<file path="src/rtl/i2c_eeprom_target.sv">
// i2c_eeprom_target
//   I2C target that emulates a 256-byte 24Cxx-style serial EEPROM for
//   programmer self-test and loopback. Storage lives in an external
//   synchronous byte memory; SCL/SDA are oversampled on the system clock
//   and SDA is only ever pulled low (open drain).
//
//   Optional feature macro: I2C_EEPROM_TARGET_GLITCH_FILTER_EN
//     defined   -> 3-sample stability filter on synchronized SCL/SDA
//                  (pulses of 2 clocks or fewer ignored, 5-clock latency)
//     undefined -> plain 2-FF synchronizers (3-clock latency)
module i2c_eeprom_target #(
    parameter logic [3:0]  DEV_TYPE = 4'b1010,
    parameter int unsigned MEM_AW   = 8
) (
    input  logic              clock,
    input  logic              reset,
    input  logic              scl_in,
    input  logic              sda_in,
    output logic              sda_oe,
    input  logic [2:0]        chip_sel,
    input  logic              wc_n,
    output logic [MEM_AW-1:0] mem_addr,
    output logic [7:0]        mem_wdata,
    output logic              mem_we,
    input  logic [7:0]        mem_rdata,
    output logic              busy
);

    typedef enum logic [2:0] {
        ST_IDLE,
        ST_DEVADDR,
        ST_WADDR,
        ST_WDATA,
        ST_ACK_SETUP,   // 8th bit taken, waiting for SCL fall to open the ACK slot
        ST_ACK,         // ACK slot open, waiting for SCL fall to close it
        ST_RDATA,
        ST_RACK         // initiator's acknowledge of a read byte
    } state_t;

    // ------------------------------------------------------------------
    // Input conditioning
    // ------------------------------------------------------------------
    logic [1:0] scl_sync_q, sda_sync_q;
    logic       scl_lvl, scl_last, sda_lvl, sda_last;

    // Two-stage synchronizers for the asynchronous bus lines.
    // NOTE: synchronizers reset to 1 (idle bus level) so leaving reset never
    // fabricates a falling SDA edge that would look like a START.
    always_ff @(posedge clock or posedge reset) begin
        if (reset) begin
            scl_sync_q <= 2'b11;
            sda_sync_q <= 2'b11;
        end else begin
            // NOTE: state registers use non-blocking assignments so every
            // flop samples the pre-edge value of its neighbours.
            scl_sync_q <= {scl_sync_q[0], scl_in};
            sda_sync_q <= {sda_sync_q[0], sda_in};
        end
    end

`ifdef I2C_EEPROM_TARGET_GLITCH_FILTER_EN
    logic [1:0] scl_hist_q, sda_hist_q;
    logic       scl_filt_q, sda_filt_q;
    logic       scl_filt_d, sda_filt_d;

    // Accept a new level only once three successive synchronized samples agree.
    always_comb begin
        scl_filt_d = scl_filt_q;
        sda_filt_d = sda_filt_q;
        if (scl_sync_q[1] == scl_hist_q[0] && scl_hist_q[0] == scl_hist_q[1])
            scl_filt_d = scl_hist_q[0];
        if (sda_sync_q[1] == sda_hist_q[0] && sda_hist_q[0] == sda_hist_q[1])
            sda_filt_d = sda_hist_q[0];
    end

    // Sample history and accepted level; the accepted level doubles as the
    // delayed copy used for edge detection.
    always_ff @(posedge clock or posedge reset) begin
        if (reset) begin
            scl_hist_q <= 2'b11;
            sda_hist_q <= 2'b11;
            scl_filt_q <= 1'b1;
            sda_filt_q <= 1'b1;
        end else begin
            scl_hist_q <= {scl_hist_q[0], scl_sync_q[1]};
            sda_hist_q <= {sda_hist_q[0], sda_sync_q[1]};
            scl_filt_q <= scl_filt_d;
            sda_filt_q <= sda_filt_d;
        end
    end

    assign scl_lvl  = scl_filt_d;
    assign scl_last = scl_filt_q;
    assign sda_lvl  = sda_filt_d;
    assign sda_last = sda_filt_q;
`else
    logic scl_prev_q, sda_prev_q;

    // One-clock delayed copy of the synchronized lines for edge detection.
    always_ff @(posedge clock or posedge reset) begin
        if (reset) begin
            scl_prev_q <= 1'b1;
            sda_prev_q <= 1'b1;
        end else begin
            scl_prev_q <= scl_sync_q[1];
            sda_prev_q <= sda_sync_q[1];
        end
    end

    assign scl_lvl  = scl_sync_q[1];
    assign scl_last = scl_prev_q;
    assign sda_lvl  = sda_sync_q[1];
    assign sda_last = sda_prev_q;
`endif

    logic scl_rise, scl_fall, start_det, stop_det;

    assign scl_rise  = scl_lvl & ~scl_last;
    assign scl_fall  = ~scl_lvl & scl_last;
    assign start_det = scl_lvl & scl_last & sda_last & ~sda_lvl;
    assign stop_det  = scl_lvl & scl_last & ~sda_last & sda_lvl;

    // ------------------------------------------------------------------
    // Protocol FSM
    // ------------------------------------------------------------------
    state_t            state_q, state_d, after_q, after_d;
    logic [2:0]        cnt_q, cnt_d;
    logic [7:0]        shift_q, shift_d;
    logic [MEM_AW-1:0] ptr_q, ptr_d;
    logic              ack_q, ack_d;
    logic              sda_oe_q, sda_oe_d;
    logic              mem_we_q, mem_we_d;
    logic [7:0]        mem_wdata_q, mem_wdata_d;
    logic              busy_q, busy_d;

    logic [7:0] rx_byte;
    logic       dev_match;

    assign rx_byte   = {shift_q[6:0], sda_lvl};
    assign dev_match = (rx_byte[7:4] == DEV_TYPE) && (rx_byte[3:1] == chip_sel);

    // Next-state and output logic; START/STOP override all bit processing.
    always_comb begin
        // NOTE: every variable gets a default first so no path infers a latch.
        state_d     = state_q;
        after_d     = after_q;
        cnt_d       = cnt_q;
        shift_d     = shift_q;
        ptr_d       = ptr_q;
        ack_d       = ack_q;
        sda_oe_d    = sda_oe_q;
        mem_we_d    = 1'b0;
        mem_wdata_d = mem_wdata_q;
        busy_d      = busy_q;

        // The pointer advances the clock after the write strobe, so the
        // strobe is presented together with the address it targets.
        if (mem_we_q)
            ptr_d = ptr_q + MEM_AW'(1);

        if (start_det) begin
            state_d  = ST_DEVADDR;
            cnt_d    = '0;
            sda_oe_d = 1'b0;
        end else if (stop_det) begin
            state_d  = ST_IDLE;
            cnt_d    = '0;
            sda_oe_d = 1'b0;
            busy_d   = 1'b0;
        end else begin
            case (state_q)
                ST_IDLE: ;

                ST_DEVADDR: if (scl_rise) begin
                    shift_d = rx_byte;
                    cnt_d   = cnt_q + 3'd1;
                    if (cnt_q == 3'd7) begin
                        if (dev_match) begin
                            busy_d  = 1'b1;
                            ack_d   = 1'b1;
                            after_d = rx_byte[0] ? ST_RDATA : ST_WADDR;
                            state_d = ST_ACK_SETUP;
                        end else begin
                            state_d = ST_IDLE;
                        end
                    end
                end

                ST_WADDR: if (scl_rise) begin
                    shift_d = rx_byte;
                    cnt_d   = cnt_q + 3'd1;
                    if (cnt_q == 3'd7) begin
                        ptr_d   = MEM_AW'(rx_byte);
                        ack_d   = 1'b1;
                        after_d = ST_WDATA;
                        state_d = ST_ACK_SETUP;
                    end
                end

                ST_WDATA: if (scl_rise) begin
                    shift_d = rx_byte;
                    cnt_d   = cnt_q + 3'd1;
                    if (cnt_q == 3'd7) begin
                        ack_d   = ~wc_n;
                        after_d = ST_WDATA;
                        state_d = ST_ACK_SETUP;
                        if (!wc_n) begin
                            mem_we_d    = 1'b1;
                            mem_wdata_d = rx_byte;
                        end
                    end
                end

                ST_ACK_SETUP: if (scl_fall) begin
                    sda_oe_d = ack_q;
                    state_d  = ST_ACK;
                end

                // Closing the ACK slot; entering a read loads and presents
                // the first data bit on this same falling edge.
                ST_ACK: if (scl_fall) begin
                    sda_oe_d = 1'b0;
                    cnt_d    = '0;
                    state_d  = after_q;
                    if (after_q == ST_RDATA) begin
                        shift_d  = mem_rdata;
                        ptr_d    = ptr_q + MEM_AW'(1);
                        sda_oe_d = ~mem_rdata[7];
                    end
                end

                ST_RDATA: begin
                    if (scl_rise) begin
                        shift_d = {shift_q[6:0], 1'b0};
                        cnt_d   = cnt_q + 3'd1;
                        if (cnt_q == 3'd7)
                            state_d = ST_RACK;
                    end else if (scl_fall) begin
                        sda_oe_d = ~shift_q[7];
                    end
                end

                ST_RACK: begin
                    if (scl_fall) begin
                        sda_oe_d = 1'b0;
                    end else if (scl_rise) begin
                        if (!sda_lvl) begin
                            after_d = ST_RDATA;
                            state_d = ST_ACK;
                        end else begin
                            state_d = ST_IDLE;
                        end
                    end
                end

                default: state_d = ST_IDLE;
            endcase
        end
    end

    // State and datapath registers.
    always_ff @(posedge clock or posedge reset) begin
        if (reset) begin
            state_q     <= ST_IDLE;
            after_q     <= ST_IDLE;
            cnt_q       <= '0;
            shift_q     <= '0;
            ptr_q       <= '0;
            ack_q       <= 1'b0;
            sda_oe_q    <= 1'b0;
            mem_we_q    <= 1'b0;
            mem_wdata_q <= '0;
            busy_q      <= 1'b0;
        end else begin
            state_q     <= state_d;
            after_q     <= after_d;
            cnt_q       <= cnt_d;
            shift_q     <= shift_d;
            ptr_q       <= ptr_d;
            ack_q       <= ack_d;
            sda_oe_q    <= sda_oe_d;
            mem_we_q    <= mem_we_d;
            mem_wdata_q <= mem_wdata_d;
            busy_q      <= busy_d;
        end
    end

    assign sda_oe    = sda_oe_q;
    assign mem_addr  = ptr_q;
    assign mem_wdata = mem_wdata_q;
    assign mem_we    = mem_we_q;
    assign busy      = busy_q;

endmodule

</file>
<file path="config.mk">
export PLATFORM = sky130hd
export DESIGN_NAME = i2c_eeprom_target
export DESIGN_NICKNAME = d
export VERILOG_FILES = /design/src/rtl/i2c_eeprom_target.sv
export SDC_FILE = /design/constraint.sdc
export NUM_CORES = 1
export LEC_CHECK = 0
export CORE_MARGIN = 8
export CORE_UTILIZATION = 55
export DETAILED_ROUTE_END_ITERATION = 16
export GPL_TIMING_DRIVEN = 0
export PLACE_DENSITY = 0.84
export SLEW_MARGIN = 20
export SYNTH_ARGS = -nofsm -noshare
export SYNTH_HDL_FRONTEND = slang
export SYNTH_SLANG_ARGS = --single-unit
</file>
<file path="constraint.sdc">
create_clock -name clock -period 5.89 [get_ports clock]
set_input_delay 0.8835 -clock clock [delete_from_list [all_inputs] [get_ports clock]]
set_output_delay 0.8835 -clock clock [all_outputs]
set_load 0.005 [all_outputs]
</file>
==> metrics.yaml <==
synthesis:
  synth-seq-area-share: 0.427
  ys.warnings.count: 0
  synthArstFlopShare: 1.00
  synth_edf_count: 0
  synth.most_common_cell: "dfrtp_1"
  yosysUniqueCellTypes: 59
  synth_area_leaders: "dfrtp_1 (36%), dfstp_2 (6.2%), nand2_1 (4.9%), mux2_2 (4.4%), nor2_1 (3.1%)"
  synth_top_family_by_area: "simple AND/OR/NAND/NOR gates"
  synth.largest_area_cell: "dfrtp_1"
  synth_top_area_share: 0.365
  synthAdderAreaFrac: 0.0148
  synth_commonest_cells: "dfrtp_1 (37), nand2_1 (33), nor2_1 (21), a21oi_1 (13)"
  synthMuxAreaShare: 0.0582
  synthSimpleGateAreaFrac: 0.211
  ys_ff_latch: 43
  synth_area_per_cell_sq_um: 9.80
  synthFlopType: "dfrtp_1"
  synth-xor-area-share: 0.0547
  synth.cell_area_sq_um: 2540
  synth_compound_area_frac: 0.192
  synth_fp_nets: 278
  synth_cells: 259
die:
  die_h_microns: 83.9
  rows: 24
  core_sq_um: 4410
  die_w_microns: 83.9
  die_area_sq_um: 7040
  ios: 35
  initial_core_util: 0.575
power_and_ir_drop:
  power_leakage_nw: 1.32
  intPower_w: 0.000468
  peakVddDrop_mv: 0.193
  powerDensity_nw_per_um2: 223
  swShare: 0.314
  comb_power_share: 0.158
  clkPwrFrac: 0.303
  p_switching_w: 0.000214
  seqPwrFrac: 0.539
critical_path:
  critPathKind: "in -> reg"
  cp_slowest_cell: "nor4b_4"
  crit_chain: "clkdlybuf4s50_1 > nor4b_4 > mux2_2"
  critPathMaxFanout: 9
  rr_endpoint: "mem_wdata[0]"
  rr_startpoint: "cnt_q[0]"
  r2r_setup_slack_ps: 3740
  reg2reg_depth: 5
  start_kind: "input port"
  critical_path_buf_inv_count: 1
  crit_path_end_kind: "register"
  worstPathRequired_ps: 6080
  max_stage_delay_ps: 680
  crit_family: "simple AND/OR/NAND/NOR gates"
  critPathArrivalTime_ps: 2450
clocking:
  h-tree-depth: 2
  clockBufferDepth: 2
  clock_sinks: 43
  ctsResizeCount: 0
  hold_buffers: 0
  clk_pin_slew_ps: 80
  cts_made_buffers: 5
  insertion_delay_ps: 310
  cts_tree: "done"
  cts_root_buf: "clkbuf_8"
  cts_setup_buffers: 0
sta:
  slew_viol_final: 0
  finalSetupViolations: 0
  fin_skew_ps: 15.9
  post-route-period-util: 0.384
  period_minus_slack_ps: 2260
  fin_tns_setup_ps: 0
  grt_setup_unrepaired: "no"
  clock.fmax_ghz: 0.442
  hold_viol: 0
  slew_headroom: 0.546
  tightest_slew_ps: 679
global_routing:
  grt_max_degree: 26
  grt_pass1_wl_microns: 10400
  first_global_vias: 2129
  track_usage: 0.178
  overflow: 0
  antenna_found_initial: 0
layout:
  area_growth_pct: 20.5
  final_cells: 354
  diodes: 0
  nets: 320
  drive_above_1_share: 0.169
worst_hold_path:
  whs_endpoint: "scl_sync_q[1]"
  holdCritPathClass: "reg -> reg"
  hp-start: "scl_sync_q[0]"
  worst_hold_path.num_cells: 0
route:
  vias: 2144
  drt_iter0_drc: 139
  dr.pass1.iters: 4
  drc: 0
  drt_wl_total_microns: 6170
  vias_per_cell: 6.06
  wl_per_cell_microns: 17.4
  ant_nets: 0
outcome:
  outcome: "completed"
place:
  dp_hpwl_microns: 4540
  gp_congestion: 0.947
  port_buffers: 34
  place_inst: 346
flow_run:
  maxCapViolCount: 0
[placed cells by master, fill, tap and decap left out, drive strengths merged, types with 6 or more instances in the layout]
cell           instances
nor2b                  6
o21ai                 11
a21oi                 13
clkbuf                 6
nand2b                 9
nor2                  21
mux2                  11
clkdlybuf4s50         34
xnor2                 10
inv                    6
buf                   14
dfrtp                 37
a31oi                  9
nand2                 33
o211ai                 6
dfstp                  6
nand3                  7
[cells by family after synthesis]
group,after synthesis
flops,43
simple gates,97
fa+ha+maj,3
buf+inv,18
mux,13
compound gates,70
xor+xnor,15
[worst max path at each step]
stage / from / end / slack (ps) / cells after the start
6_report: wc_n / mem_wdata[0] / 3630 / 3
5_1_grt: cnt_q[0] / mem_wdata[6] / 3610 / 5
4_1_cts: wc_n / mem_wdata[7] / 3640 / 3
3_5_place_dp: wc_n / mem_wdata[7] / 3290 / 3
3_3_place_gp: reset / mem_addr[7] / 3110 / 2
2_1_floorplan: chip_sel[1] / after_q[2] / 3980 / 4
[layout make-up]
cell class | instances | area (sq um)
multi-input combinational | 198 | 1350
sequential | 43 | 1080
clock buffer | 5 | 68.8
inverter | 4 | 15.0
fill | 341 | 1360
clock inverter | 3 | 26.3
timing repair buffer | 35 | 360
buffer | 14 | 91.3
tap | 52 | 65.1
[state kept, by name, summed over array words and instances (netlist names)]
register	flops
mem_addr	8
mem_wdata	8
shift_q	8
after_q	3
cnt_q	3
state_q	3
scl_sync_q	2
sda_sync_q	2
ack_q	1
busy	1
mem_we	1
scl_last	1
sda_last	1
sda_oe	1
[power groups by stage]
stage / clock (W) / combinational, W / sequential [W]
2_1_floorplan: 0 / 0.0000786 / 0.000357
3_3_place_gp: 0 / 0.000102 / 0.000371
3_5_place_dp: 0 / 0.000109 / 0.000372
4_1_cts: 0.000211 / 0.000109 / 0.000366
5_1_grt: 0.000220 / 0.000122 / 0.000373
6_report: 0.000206 / 0.000108 / 0.000367
[per-layer routing]
| metal | global-route usage | wire (microns) |
|---|---|---|
| met1 | 0.225 | 2570 |
| met2 | 0.284 | 3000 |
| met3 | 0.0400 | 472 |
| met4 | 0.0785 | 126 |
| met5 | 0 | 0 |
[per-stage QoR]
step / setup slack [ps] / util / cell area, sq um / hold slack (ps) / power, W
after floorplan: 3980 / - / 2540 / 345 / 0.000436
after global placement: 3110 / 0.667 / 2940 / 348 / 0.000473
after detailed placement: 3290 / 0.671 / 2960 / 349 / 0.000481
after CTS: 3640 / 0.693 / 3060 / 362 / 0.000686
after global routing: 3610 / 0.693 / 3060 / 371 / 0.000715
final: 3630 / 0.693 / 3060 / 361 / 0.000682
(Power assumes the default switching activity.)
